$ cat src/rtl/mc_ctrl_gen.sv
// -----------------------------------------------------------------------------
// mc_ctrl_gen -- multicycle control unit for an ARM-subset datapath.
//
// The state machine steps each instruction through fetch, decode and the
// execute/memory/writeback states. It decodes the ALU operation and the flag
// write mask, holds the NZCV flags, and evaluates the ARM condition field.
// A stall counter bounds how long a memory access may stay not-ready. When
// the bound is exceeded, the unit parks in ERROR until reset.
//
// Parameters
//   ALUC_W    ALUControl width (>= 4). The code occupies the low 4 bits.
//   WAIT_MAX  Stall cycles tolerated per memory access (1..255).
//
// Ports
//   clk, RESET_N              clock and synchronous active-low reset
//   Cond, Op, Funct, Rd       instruction fields, held stable for the instruction
//   ALUFlags                  ALU result flags {N,Z,C,V}
//   MemReady                  the memory access completes this cycle
//   PCWrite .. Timeout        datapath write enables and status flags
//   ResultSrc, ALUSrcB        datapath mux selects
//   ImmSrc, RegSrc            combinational decodes of Op
//   ALUControl                ALU operation code
//
// Build option
//   MC_CTRL_BL_EN  Adds the LINK state, so that BL writes PC to R14.
//                  Without it, BL executes as a plain B.
// -----------------------------------------------------------------------------
module mc_ctrl_gen #(
  parameter int ALUC_W   = 4,
  parameter int WAIT_MAX = 15
) (
  input  logic              clk,
  input  logic              RESET_N,
  input  logic [3:0]        Cond,
  input  logic [1:0]        Op,
  input  logic [5:0]        Funct,
  input  logic [3:0]        Rd,
  input  logic [3:0]        ALUFlags,
  input  logic              MemReady,
  output logic              PCWrite,
  output logic              AdrSrc,
  output logic              MemWrite,
  output logic              IRWrite,
  output logic              ALUSrcA,
  output logic              RegWrite,
  output logic              BL_ctrl,
  output logic              Busy,
  output logic              Timeout,
  output logic [1:0]        ResultSrc,
  output logic [1:0]        ALUSrcB,
  output logic [1:0]        ImmSrc,
  output logic [1:0]        RegSrc,
  output logic [ALUC_W-1:0] ALUControl
);

  typedef enum logic [3:0] {
    FETCH    = 4'd0,
    DECODE   = 4'd1,
    MEMADR   = 4'd2,
    MEMREAD  = 4'd3,
    MEMWB    = 4'd4,
    MEMWRITE = 4'd5,
    EXECR    = 4'd6,
    EXECI    = 4'd7,
    ALUWB    = 4'd8,
    BRANCH   = 4'd9,
`ifdef MC_CTRL_BL_EN
    LINK     = 4'd10,
`endif
    ERROR    = 4'd11
  } state_t;

  state_t     state, next_state;
  logic [3:0] flags;        // {N,Z,C,V}
  logic       cond_ex;
  logic [7:0] stall_cnt;

  logic       cond_pass, waiting, timeout_hit, is_cmp, is_logic;
  logic       alu_op, reg_w, mem_w, branch, fetch_adv, pcs;
  logic [1:0] flag_w;
  logic [3:0] alu_code;

  // Condition check against the registered flags.
  always_comb begin
    case (Cond)
      4'b0000: cond_pass = flags[2];
      4'b0001: cond_pass = ~flags[2];
      4'b0010: cond_pass = flags[1];
      4'b0011: cond_pass = ~flags[1];
      4'b0100: cond_pass = flags[3];
      4'b0101: cond_pass = ~flags[3];
      4'b0110: cond_pass = flags[0];
      4'b0111: cond_pass = ~flags[0];
      4'b1000: cond_pass = flags[1] & ~flags[2];
      4'b1001: cond_pass = ~flags[1] | flags[2];
      4'b1010: cond_pass = (flags[3] == flags[0]);
      4'b1011: cond_pass = (flags[3] != flags[0]);
      4'b1100: cond_pass = ~flags[2] & (flags[3] == flags[0]);
      4'b1101: cond_pass = flags[2] | (flags[3] != flags[0]);
      4'b1110: cond_pass = 1'b1;
      default: cond_pass = 1'b0;
    endcase
  end

  // A memory wait cycle counts as a stall. The last tolerated stall escalates
  // to ERROR. A ready on that same cycle takes the normal path instead.
  assign waiting     = ((state == FETCH) || (state == MEMREAD) || (state == MEMWRITE))
                       && !MemReady;
  assign timeout_hit = waiting && (stall_cnt == 8'(WAIT_MAX));

  always_comb begin
    next_state = state;
    case (state)
      FETCH:    if (MemReady) next_state = DECODE;
      DECODE:
        case (Op)
          2'b00:   next_state = Funct[5] ? EXECI : EXECR;
          2'b01:   next_state = MEMADR;
          2'b10:   next_state = BRANCH;
          default: next_state = FETCH;
        endcase
      MEMADR:   next_state = Funct[0] ? MEMREAD : MEMWRITE;
      MEMREAD:  if (MemReady) next_state = MEMWB;
      MEMWB:    next_state = FETCH;
      MEMWRITE: if (MemReady) next_state = FETCH;
      EXECR,
      EXECI:    next_state = ALUWB;
      ALUWB:    next_state = FETCH;
`ifdef MC_CTRL_BL_EN
      BRANCH:   next_state = Funct[4] ? LINK : FETCH;
      LINK:     next_state = FETCH;
`else
      BRANCH:   next_state = FETCH;
`endif
      ERROR:    next_state = ERROR;
      default:  next_state = FETCH;
    endcase
    if (timeout_hit) next_state = ERROR;
  end

  // ALU decode. CMP (1010) shares the SUB code and always writes all four
  // flags. Opcodes that are not listed fall back to SUB with arithmetic flags.
  assign is_cmp   = (Funct[4:1] == 4'b1010);
  assign is_logic = (Funct[4:1] == 4'b0000) || (Funct[4:1] == 4'b1100) ||
                    (Funct[4:1] == 4'b1101);

  always_comb begin
    alu_code = 4'b0100;
    if (alu_op) begin
      case (Funct[4:1])
        4'b0100: alu_code = 4'b0100;
        4'b0000: alu_code = 4'b0000;
        4'b1100: alu_code = 4'b1100;
        4'b1101: alu_code = 4'b1101;
        default: alu_code = 4'b0010;
      endcase
    end
  end

  assign flag_w = is_cmp    ? 2'b11 :
                  !Funct[0] ? 2'b00 :
                  is_logic  ? 2'b10 : 2'b11;

  // Per-state control decode.
  // NOTE: every signal gets a default before the case statement, so no path
  // leaves a signal unassigned and no latch is inferred.
  always_comb begin
    AdrSrc    = 1'b0;
    ALUSrcA   = 1'b0;
    ALUSrcB   = 2'b00;
    ResultSrc = 2'b00;
    IRWrite   = 1'b0;
    fetch_adv = 1'b0;
    alu_op    = 1'b0;
    reg_w     = 1'b0;
    mem_w     = 1'b0;
    branch    = 1'b0;
    BL_ctrl   = 1'b0;
    case (state)
      FETCH: begin
        ALUSrcA   = 1'b1;
        ALUSrcB   = 2'b10;
        ResultSrc = 2'b10;
        IRWrite   = MemReady;
        fetch_adv = MemReady;
      end
      DECODE: begin
        ALUSrcA   = 1'b1;
        ALUSrcB   = 2'b10;
        ResultSrc = 2'b10;
      end
      MEMADR:   ALUSrcB = 2'b01;
      MEMREAD:  AdrSrc  = 1'b1;
      MEMWB: begin
        ResultSrc = 2'b01;
        reg_w     = 1'b1;
      end
      MEMWRITE: begin
        AdrSrc = 1'b1;
        mem_w  = 1'b1;
      end
      EXECR:    alu_op = 1'b1;
      EXECI: begin
        ALUSrcB = 2'b01;
        alu_op  = 1'b1;
      end
      ALUWB:    reg_w = !is_cmp;
      BRANCH: begin
        ALUSrcB   = 2'b01;
        ResultSrc = 2'b10;
        branch    = 1'b1;
      end
`ifdef MC_CTRL_BL_EN
      LINK: begin
        ResultSrc = 2'b10;
        reg_w     = 1'b1;
        BL_ctrl   = 1'b1;
      end
`endif
      default: ;
    endcase
  end

  // Writing R15 from a register-writing state counts as a PC write.
  assign pcs        = branch | (reg_w & (Rd == 4'b1111));
  assign PCWrite    = fetch_adv | (pcs & cond_ex);
  assign RegWrite   = reg_w & cond_ex;
  assign MemWrite   = mem_w & cond_ex;
  assign Busy       = (state != FETCH) && (state != ERROR);
  assign Timeout    = (state == ERROR);
  assign ImmSrc     = Op;
  assign RegSrc     = {Op == 2'b01, Op == 2'b10};
  assign ALUControl = ALUC_W'(alu_code);

  // NOTE: state registers use non-blocking assignments. Every register then
  // samples the values from before the edge, whatever order the code runs in.
  always_ff @(posedge clk) begin
    if (!RESET_N) begin
      state     <= FETCH;
      flags     <= 4'b0000;
      cond_ex   <= 1'b0;
      stall_cnt <= 8'd0;
    end else begin
      state <= next_state;
      if (next_state != state) stall_cnt <= 8'd0;
      else if (waiting)        stall_cnt <= stall_cnt + 8'd1;
      if (state == DECODE) cond_ex <= cond_pass;
      // A failed condition suppresses the flag update as well as the writes.
      if (((state == EXECR) || (state == EXECI)) && cond_ex) begin
        if (flag_w[1]) flags[3:2] <= ALUFlags[3:2];
        if (flag_w[0]) flags[1:0] <= ALUFlags[1:0];
      end
    end
  end

endmodule

$ cat config.mk
export PLATFORM = sky130hd
export DESIGN_NAME = mc_ctrl_gen
export DESIGN_NICKNAME = d
export VERILOG_FILES = /design/src/rtl/mc_ctrl_gen.sv
export SDC_FILE = /design/constraint.sdc
export NUM_CORES = 1
export LEC_CHECK = 0
export BUFFER_PORTS_ARGS = -buffer_cell sky130_fd_sc_hd__buf_2
export CAP_MARGIN = 20
export CORE_MARGIN = 2
export CORE_UTILIZATION = 46
export CTS_BUF_LIST = sky130_fd_sc_hd__clkbuf_8 sky130_fd_sc_hd__clkbuf_16
export CTS_CLUSTER_SIZE = 30
export DETAILED_ROUTE_END_ITERATION = 10
export PLACE_DENSITY_LB_ADDON = 0.15
export SYNTH_ARGS = -nofsm -noshare
export SYNTH_HDL_FRONTEND = slang
export SYNTH_SLANG_ARGS = --single-unit
$ cat constraint.sdc
create_clock -name clk -period 4.6 [get_ports clk]
set_clock_uncertainty 0.15 [all_clocks]
set_input_delay 0.23 -clock clk [delete_from_list [all_inputs] [get_ports clk]]
set_output_delay 0.23 -clock clk [all_outputs]
set_load 0.03 [all_outputs]
# Word level (Yosys, flattened, before mapping)
# Cells that the tools add are included.
[classes]
mux = 23
reduce_logical = 24
addsub = 1
n_bitwise = 15
n_eq_ne = 36
[ops]
columns = ["op", "n"]
rows = [
  ["4-bit equality test (second input constant)", 14],
  ["4-bit by 3-bit equality test with 1-bit output (second input constant)", 9],
  ["4-bit one-hot mux with 7 select lines", 1],
  ["4-bit 2-to-1 mux", 5],
  ["4-bit by 2-bit equality test with 1-bit output (second input constant)", 4],
  ["4-bit one-hot mux with 4 select lines", 1],
  ["1-bit one-hot mux with 15 select lines", 1],
  ["4-bit zero test", 3],
  ["4-bit one-hot mux with 3 select lines", 1],
  ["8-bit by 1-bit adder with 8-bit output (second input constant)", 1],
  ["4-bit by 1-bit equality test with 1-bit output (second input constant)", 2],
  ["8-bit by 4-bit equality test with 1-bit output (second input constant)", 1],
  ["1-bit 2-to-1 mux", 8],
  ["2-bit one-hot mux with 2 select lines", 2],
  ["2-bit OR reduction", 4],
  ["1-bit bitwise AND", 6],
  ["3-bit OR reduction", 2],
  ["1-bit logical OR", 5],
  ["1-bit NOT", 5],
  ["1-bit logical AND", 4],
  ["2-bit 2-to-1 mux", 2],
  ["4-bit != test", 1],
  ["4-bit != test (second input constant)", 1],
  ["1-bit OR", 4],
  ["other kinds (10)", 12],
]
[totals]
register_bits = 17

# Depth between registers and ports, before layout
# Gate-level depths: netlist of run 1.
[depth]
word_depth = 8
depth_mapped = 7
depth_no_buf = 5

# Worst setup path before layout of run 1
# No wires, ideal clock.
[synth_path]
path_type = "register -> output"
from = "register state[1]"
to = "output ALUControl[0]"
arrival_time_ns = 2.254
path_stages_with_launch = 7
n_path_buf = 3
path_slack_ns = 1.966
cell_sequence = "dfxtp_1 > buf_6 > clkbuf_1 > clkbuf_1 > nand2_1 > nor3_1 > and2_1"
[synth_between]
elab_chain_cells = 4
elab_cells_between_ends = 5
cone_classes = "eq/ne: 2; mux: 2; reduce/logical: 1"
[synth_lines]
columns = ["item", "line", "text"]
rows = [
  ["start, declared", "73", "state_t state, next_state;"],
  ["start signal, assigned", "244", "state <= next_state;"],
  ["4-bit by 3-bit equality test with 1-bit output", "179", "case (state)"],
  ["2-bit OR reduction (no line) *", "--", ""],
  ["1-bit 2-to-1 mux *", "179", ""],
  ["4-bit 2-to-1 mux *", "149", "if (alu_op) begin"],
  ["end, declared", "53", "output logic [ALUC_W-1:0] ALUControl"],
]
# Every way passes the cells marked *; elsewhere a longest branch is shown, timed or not.

# Final worst setup path of run 1
[layout_path]
from = "register state[0]"
to = "register stall_cnt[1]"
[layout_between]
elab_chain_cells = 8
elab_cells_between_ends = 20
cone_classes = "eq/ne: 8; mux: 5; reduce/logical: 7"
[layout_lines]
columns = ["item", "line", "text"]
rows = [
  ["branches (longest 8 deep; another with 4-bit one-hot mux with 7 select lines)", "--", ""],
  ["end signal, assigned", "246", "else if (waiting) stall_cnt <= stall_cnt + 8'd1;"],
  ["end, declared", "76", "logic [7:0] stall_cnt;"],
]
# Several ways; the timed one is not identified.
# A chain may end at the register's enable or synchronous reset.

==> results of run 1 <==
sequential cells by signal, indices dropped and copies added, names as in the netlist:
signal,cells
cond_ex,1
flags,4
state,4
stall_cnt,8
worst paths after layout:
kind	startpoint	endpoint	slack, ns	depth (start not counted)
worst min register to register	stall_cnt[0]	stall_cnt[0]	0.42	2
worst max-delay path	state[0]	stall_cnt[1]	1.80	5
worst min-delay path	RESET_N	state[0]	0.07	2
worst max register to register	state[0]	stall_cnt[1]	1.80	5
kinds of logic after synthesis:
kind of cell	share of synthesized area [%]
AOI/OAI and AO/OA	21.2
DFF	23.5
adders and majority gates	0.863
muxes	6.22
xor gates and xnor gates	5.44
other	0.259
buffers and inverters	6.56
and+or+nand+nor	36.0
cell usage in the layout, fill, tap and decap left out, types with 2 or more instances in the layout:
master and count:
a21o_1 2, a21oi_1 10, a22o_1 3, a22oi_1 3
and2_1 6, and3_1 2, and3b_1 2, buf_2 42
clkbuf_8 3, dfxtp_1 17, inv_1 4, mux2i_1 9
nand2_1 9, nand2b_1 5, nand3_1 5, nand4_1 4
nor2_1 18, nor2b_1 8, nor3_1 14, nor3b_1 2
nor4_1 9, nor4b_1 2, o21a_1 2, o21ai_0 8
o22ai_1 3, or3_1 3, xnor2_1 3, xor2_1 6
power breakdown:
part           total (mW)  switching, mW  internal (mW)
clock               0.109         0.0489         0.0600
combinational       0.117         0.0718         0.0455
sequential          0.164         0.0135          0.151
layout make-up:
class | count | area, um2
fillers | 292 | 1340
multi-input cells | 157 | 1010
flip-flops and latches | 17 | 340
repair buffers | 42 | 210
well taps | 44 | 55.1
clock buffers | 3 | 41.3
inverters | 5 | 18.8
clock inverters | 1 | 5.00
per-stage QoR:
stage | cell area [um2] | power [mW] | utilization [%] | worst slack [ns] | std cells
after detailed placement | 1640 | 0.283 | 54.1 | 1.86 | 265
after floorplan | 1450 | 0.252 | - | 1.97 | 194
after global placement | 1640 | 0.280 | 54.1 | 1.98 | 265
after global routing | 1680 | 0.414 | 55.6 | 1.60 | 269
final | 1680 | 0.390 | 55.6 | 1.80 | 269
after CTS | 1680 | 0.392 | 55.6 | 1.83 | 269
layer usage:
layer	up-vias	track usage, %
met2	36	34.6
met1	722	29.4
li1	774	-
met4	0	4.13
met5	-	0
met3	2	2.16
==> results.yml, run 1 <==
place:
  hpwlAfterDp_um: 2750
  place.gp.congestion: 0.901
  port_buffers: 42
global_route:
  grt_pass1_wl_um: 6000
  grt_max_degree: 26
  grt_remaining_overflow: 0
  antenna_found_initial: 0
  grt_usage_pct: 20.9
  grt_pass1_vias: 1348
sta:
  final_max_slew_viol_count: 0
  worst_slew_margin_rel_pct: 49.1
  fmax_mhz: 357
  period_minus_slack_ns: 2.80
  period_share_pct: 60.8
  finalSetupTns_ns: 0
  setup_violations: 0
  hold_ws_ns: 0.0702
  hold_viol: 0
  rsz0062_at_grt: "false"
  tightest_slew_ns: 0.762
clock_tree:
  root_buffer: "clkbuf_8"
  cts_buffers: 3
  clkSinkCount: 17
  cts_hold_repair.buffers: 0
  path_clk_slew_ns: 0.06
  cts_tree: "built"
  clock_latency_ns: 0.25
  htreeDepth: 1
  ctsLongestPathBuffers: 2
  post_cts_buffers: 0
  cts_resized: 0
layout:
  nets: 250
  drive_gt1_share_pct: 23.1
  syn_to_final_growth_pct: 16.2
  diodes: 0
setup_path:
  end_kind: "flop"
  cp_max_fo: 23
  worst_setup_path_start_kind: "flop"
  crit_type: "reg -> reg"
  arrival_ns: 2.75
  cp_num_buf_inv: 0
  cp_top_family: "compound AO/OA/AOI/OAI gates"
  max_stage_delay_ns: 0.78
  crit_required_ns: 4.55
  path_cells: "or3b_2, o22ai_4, a41oi_2, a21oi_1, nor4_1"
  slowest_stage: "dfxtp_1"
job:
  max_cap_violations: 0
logic_synthesis:
  synth_top_cell_by_area: "dfxtp_1"
  postSynthAreaPerCell_um2: 7.47
  synth_seq_area_share_pct: 23.5
  yosysMostFrequentCell: "nor2_1"
  ys_ff_latch: 17
  synth_edf_count: 0
  yosys_warnings: 0
  synth_top_cells_by_count: "nor2_1, dfxtp_1, nor3_1"
  synth_ff_type: "dfxtp_1"
  synth_top_area_share_pct: 23.5
  yosysUniqueCellTypes: 51
  async_flop_share_pct: 0
  netlist_top_cells_area: "dfxtp_1, mux2i_1, nor3_1, nor2_1, nor4_1"
  postSynthCellCount: 194
  syn_area_um2: 1450
  syn_nets: 218
outcome:
  status: "finished clean"
routing:
  vias_per_cell: 5.70
  routedWlPerCell_um: 13.6
  firstDrtPassIters: 4
  routed_wirelength_um: 3650
  drc: 0
  vias: 1534
  met3WireLength_um: 133
  wl_met1_um: 1730
  wl_met2_um: 1780
  drtIter0Drc: 165
  top_layer: "met4"
  ant_nets: 0
floorplanning:
  dieArea_um2: 3610
  start_util_pct: 47.9
  row_count: 20
  die_w_um: 60.1
  io_pins: 44
  core-area_um2: 3030
  die_h_um: 60.1
hold_path:
  hold_path.class: "in -> reg"
power:
  leakagePower_nw: 0.687
  cellPowerDensity_nw_per_um2: 232
  peakVddDrop_v: 0.000171
Note: power is estimated with default switching activity, not from simulation.
==> run 2, diff against run 1 <==
clock period = 2.7 ns   (was 4.6 ns; I/O delays follow)
==> results.yml, run 2 (same netlist as run 1, synthesis figures left out) <==
floorplanning:
  row_count: 20
  core-area_um2: 3030
  start_util_pct: 47.9
  io_pins: 44
  die_h_um: 60.1
  dieArea_um2: 3610
  die_w_um: 60.1
hold_path:
  min_path_cells: 4
  holdPathEnd: "cond_ex"
  hold_path.class: "in -> reg"
  hp-start: "Cond[1]"
sta:
  worst_slew_margin_rel_pct: 62.1
  period_minus_slack_ns: 2.36
  tightest_slew_ns: 0.568
  finalSetupTns_ns: 0
  period_share_pct: 87.5
  hold_viol: 0
  final_max_slew_viol_count: 0
  setup_violations: 0
  rsz0062_at_grt: "false"
  hold_ws_ns: 0.190
  fmax_mhz: 423
job:
  max_cap_violations: 0
setup_path:
  r2r-start: "state[1]"
  arrival_ns: 2.08
  worst_setup_path_start_kind: "flop"
  max_stage_delay_ns: 0.63
  slowest_stage: "dfxtp_1"
  r2r_end: "stall_cnt[6]"
  path_cells: "buf_4, nor2b_1, nand2_1, nor3_1, and2_1, buf_2"
  worst_r2r_path_depth: 6
  cp_max_fo: 15
  r2r_slack_ns: 0.42
  crit_type: "reg -> out"
  end_kind: "output pin"
  crit_required_ns: 2.41
clock_tree:
  clock_latency_ns: 0.24
  cts_buffers: 3
  post_cts_buffers: 0
  clkSinkCount: 17
  ctsLongestPathBuffers: 2
  path_clk_slew_ns: 0.06
  htreeDepth: 1
  cts_tree: "built"
  root_buffer: "clkbuf_8"
layout:
  largestRegisters: "stall_cnt: 8 flops, flags: 4 flops, state: 4 flops"
  top_register: "stall_cnt"
  largest_reg_flops: 8
  fillCellCount: 298
  layout_common_cells: "buf_2, nor2_1, dfxtp_1"
  drive_gt1_share_pct: 24.6
  syn_to_final_growth_pct: 23.1
  diodes: 0
  instances_no_fill: 280
  mostFrequentLayoutCell: "buf_2"
  nets: 261
place:
  dp_cells: 271
  place.gp.congestion: 0.862
  hpwlAfterDp_um: 2780
  port_buffers: 42
global_route:
  grt_max_degree: 22
  grt_remaining_overflow: 0
  grt_pass1_wl_um: 5740
  grt_pass1_vias: 1346
  antenna_found_initial: 0
  grt_usage_pct: 20.0
power:
  p_int_mw: 0.447
  peakVddDrop_v: 0.000263
  p_sw_share_pct: 33.4
  power_frac_seq_pct: 39.8
  p_clk_share_pct: 26.7
  power_frac_comb_pct: 33.5
  cellPowerDensity_nw_per_um2: 376
  leakagePower_nw: 0.743
  p_sw_mw: 0.224
routing:
  firstDrtPassIters: 4
  vias: 1560
  drtIter0Drc: 106
  vias_per_cell: 5.57
  drc: 0
  ant_nets: 0
  routed_wirelength_um: 3520
  routedWlPerCell_um: 12.6
outcome:
  status: "finished clean"
run 2: cell types whose count changed in the layout (fill, tap and decap cells not counted):
cell           previous run  this run
buf_4                     0         6
clkinv_2                  1         0
dlygate4sd3_1             0         5
inv_1                     4         5
nor4b_1                   2         1
nor4b_2                   0         1
run 2: metal layers:
layer	GRT usage [%]	vias to the layer above	share of wire, %
met2	35.1	34	50
met3	2.16	2	4.0
met4	4.44	0	0.40
met1	26.2	728	46
li1	-	796	-
met5	0	-	0
run 2: how the worst max path moves through the flow:
stage                        start       endpoint  slack [ns]  cells after the start
after floorplan           state[1]  ALUControl[0]        0.16                      6
after global placement    state[1]   stall_cnt[6]        0.50                      6
after detailed placement  state[1]   stall_cnt[6]        0.33                      6
after CTS                 state[1]   stall_cnt[6]        0.30                      6
after global routing      state[2]  ALUControl[0]        0.14                      6
final                     state[2]  ALUControl[0]        0.34                      6
run 2: per-stage QoR:
step | setup slack [ns] | power (mW) | util [%] | instance area [um2]
2_1_floorplan | 0.161 | 0.429 | - | 1450
6_report | 0.338 | 0.671 | 58.9 | 1780
5_1_grt | 0.143 | 0.713 | 58.9 | 1780
4_1_cts | 0.302 | 0.677 | 58.7 | 1780
3_5_place_dp | 0.327 | 0.490 | 55.6 | 1680
3_3_place_gp | 0.497 | 0.485 | 55.6 | 1680
run 2: power by group through the flow:
stage	Clock (mW)	Combinational [mW]	Sequential (mW)
after floorplan	0	0.161	0.267
after global placement	0	0.213	0.272
after detailed placement	0	0.218	0.272
after CTS	0.186	0.224	0.267
after global routing	0.199	0.245	0.268
final	0.179	0.225	0.267
run 2: area by class of cell:
type	count	area (um2)	area share, %
Sequential cell	17	340	19.1
Clock buffer	3	41.3	2.31
Clock inverter	1	3.75	0.210
Inverter	5	18.8	1.05
Tap cell	44	55.1	3.09
Multi-Input combinational cell	157	1020	57.2
Timing Repair Buffer	53	305	17.1
run 2: what timing repair did:
item                                    CTS  global route
gates resized for setup                   0             1
hold endpoints to repair                  5             0
hold buffers                              5             0
endpoints found under the setup margin    0             1
run 2: worst max-delay path: cells and delay by family, from the launching register on:
| kind | cells | cell delay (ns) |
|---|---|---|
| buffers and inverters | 2 | 0.45 |
| DFF | 1 | 0.63 |
| and+or+nand+nor | 4 | 0.76 |
==> run 3, diff against run 2 <==
CORE_ASPECT_RATIO = 1.2   (was default)
CORE_MARGIN = default   (was 2)
==> results.yml, run 3 (same netlist as run 1, synthesis figures left out) <==
layout:
  diodes: 0
  largest_reg_flops: 8
  drive_gt1_share_pct: 24.6
  mostFrequentLayoutCell: "buf_2"
  top_register: "stall_cnt"
  fillCellCount: 280
  final_area_um2: 1770
  nets: 261
  instances_no_fill: 270
  final_core_util_pct: 61.1
  syn_to_final_growth_pct: 21.9
  largestRegisters: "stall_cnt: 8 flops, flags: 4 flops, state: 4 flops"
  layout_common_cells: "buf_2, nor2_1, dfxtp_1"
outcome:
  status: "finished clean"
sta:
  rsz0062_at_grt: "false"
  setup_violations: 0
  finalSetupTns_ns: 0
  fmax_mhz: 431
  final_max_slew_viol_count: 0
  hold_viol: 0
  period_minus_slack_ns: 2.32
  worst_slew_margin_rel_pct: 60.7
  period_share_pct: 86.0
  tightest_slew_ns: 0.590
routing:
  routedWlPerCell_um: 12.9
  drtIter0Drc: 27
  vias_per_cell: 5.80
  vias: 1567
  ant_nets: 0
  routed_wirelength_um: 3470
  drc: 0
  firstDrtPassIters: 4
clock_tree:
  clkSinkCount: 17
  ctsLongestPathBuffers: 2
  root_buffer: "clkbuf_8"
  cts_resized: 0
  cts_hold_repair.buffers: 5
  clock_latency_ns: 0.25
  cts_tree: "built"
  path_clk_slew_ns: 0.07
  cts_buffers: 3
  htreeDepth: 1
  post_cts_buffers: 0
power:
  p_sw_mw: 0.231
  power_frac_seq_pct: 39.3
  power_frac_comb_pct: 33.0
  finalPower_mw: 0.681
  p_sw_share_pct: 34.0
  p_int_mw: 0.449
  peakVddDrop_v: 0.000376
  p_clk_share_pct: 27.7
  leakagePower_nw: 0.739
  cellPowerDensity_nw_per_um2: 385
place:
  dp_cells: 261
  port_buffers: 42
  placed_cell_area_um2: 1670
  place.gp.congestion: 0.809
  hpwlAfterDp_um: 2710
setup_path:
  cp_max_fo: 14
  end_kind: "flop"
  crit_required_ns: 2.66
  worst_setup_path_start_kind: "flop"
  crit_type: "reg -> reg"
  arrival_ns: 2.28
global_route:
  grt_remaining_overflow: 0
  grt_pass1_wl_um: 5680
  antenna_found_initial: 0
  grt_pass1_vias: 1371
  grt_max_degree: 21
  grt_usage_pct: 21.2
job:
  max_cap_violations: 0
floorplanning:
  die_h_um: 63.5
  die_w_um: 53.2
  dieArea_um2: 3380
  row_count: 21
  io_pins: 44
  start_util_pct: 50.1
  core-area_um2: 2890
hold_path:
  hold_path.class: "in -> reg"
-- run 3: power groups by stage --
stage / clock network (mW) / registers [mW] / logic, mW
final: 0.188 / 0.268 / 0.225
after global routing: 0.201 / 0.269 / 0.246
after CTS: 0.192 / 0.267 / 0.223
after floorplan: 0 / 0.267 / 0.161
after detailed placement: 0 / 0.273 / 0.218
after global placement: 0 / 0.272 / 0.214
-- run 3: area by class of cell --
class | instances | area, um2 | share of cell area, %
Tap cell | 34 | 42.5 | 2.41
Sequential cell | 17 | 340 | 19.3
Timing Repair Buffer | 53 | 305 | 17.3
Clock inverter | 1 | 5.00 | 0.283
Clock buffer | 3 | 41.3 | 2.34
Inverter | 5 | 18.8 | 1.06
Multi-Input combinational cell | 157 | 1010 | 57.4
-- run 3: metrics by stage --
| stage | setup WS (ns) | hold WS (ns) |
|---|---|---|
| 2_1_floorplan | 0.161 | 0.113 |
| 3_3_place_gp | 0.453 | 0.219 |
| 3_5_place_dp | 0.425 | 0.223 |
| 4_1_cts | 0.405 | 0.157 |
| 5_1_grt | 0.182 | 0.191 |
| 6_report | 0.379 | 0.158 |
-- run 3: path summary, 6_finish.rpt --
| kind | from | cells past startpoint | to | slack [ns] |
|---|---|---|---|---|
| max reg2reg | state[1] | 5 | stall_cnt[1] | 0.38 |
| max | state[1] | 5 | stall_cnt[1] | 0.38 |
| min reg2reg | stall_cnt[1] | 2 | stall_cnt[1] | 0.42 |
| min | Cond[1] | 3 | cond_ex | 0.16 |
-- run 3: routing by layer --
layer  global-route usage [%]  vias to the layer above  wire length [um]
met5                        0                        -                 0
met4                     2.96                        0                 0
met3                     1.45                        0               138
met2                     37.2                       49              1700
met1                     27.9                      721              1630
li1                         -                      797                 -
-- run 3: worst max-delay path, stage by stage (launching register included) --
cell and delay [ns]:
dfxtp_1 0.44, or4_4 0.59, o22ai_4 0.17, a41oi_2 0.16
a21oi_1 0.53, nor4_1 0.14
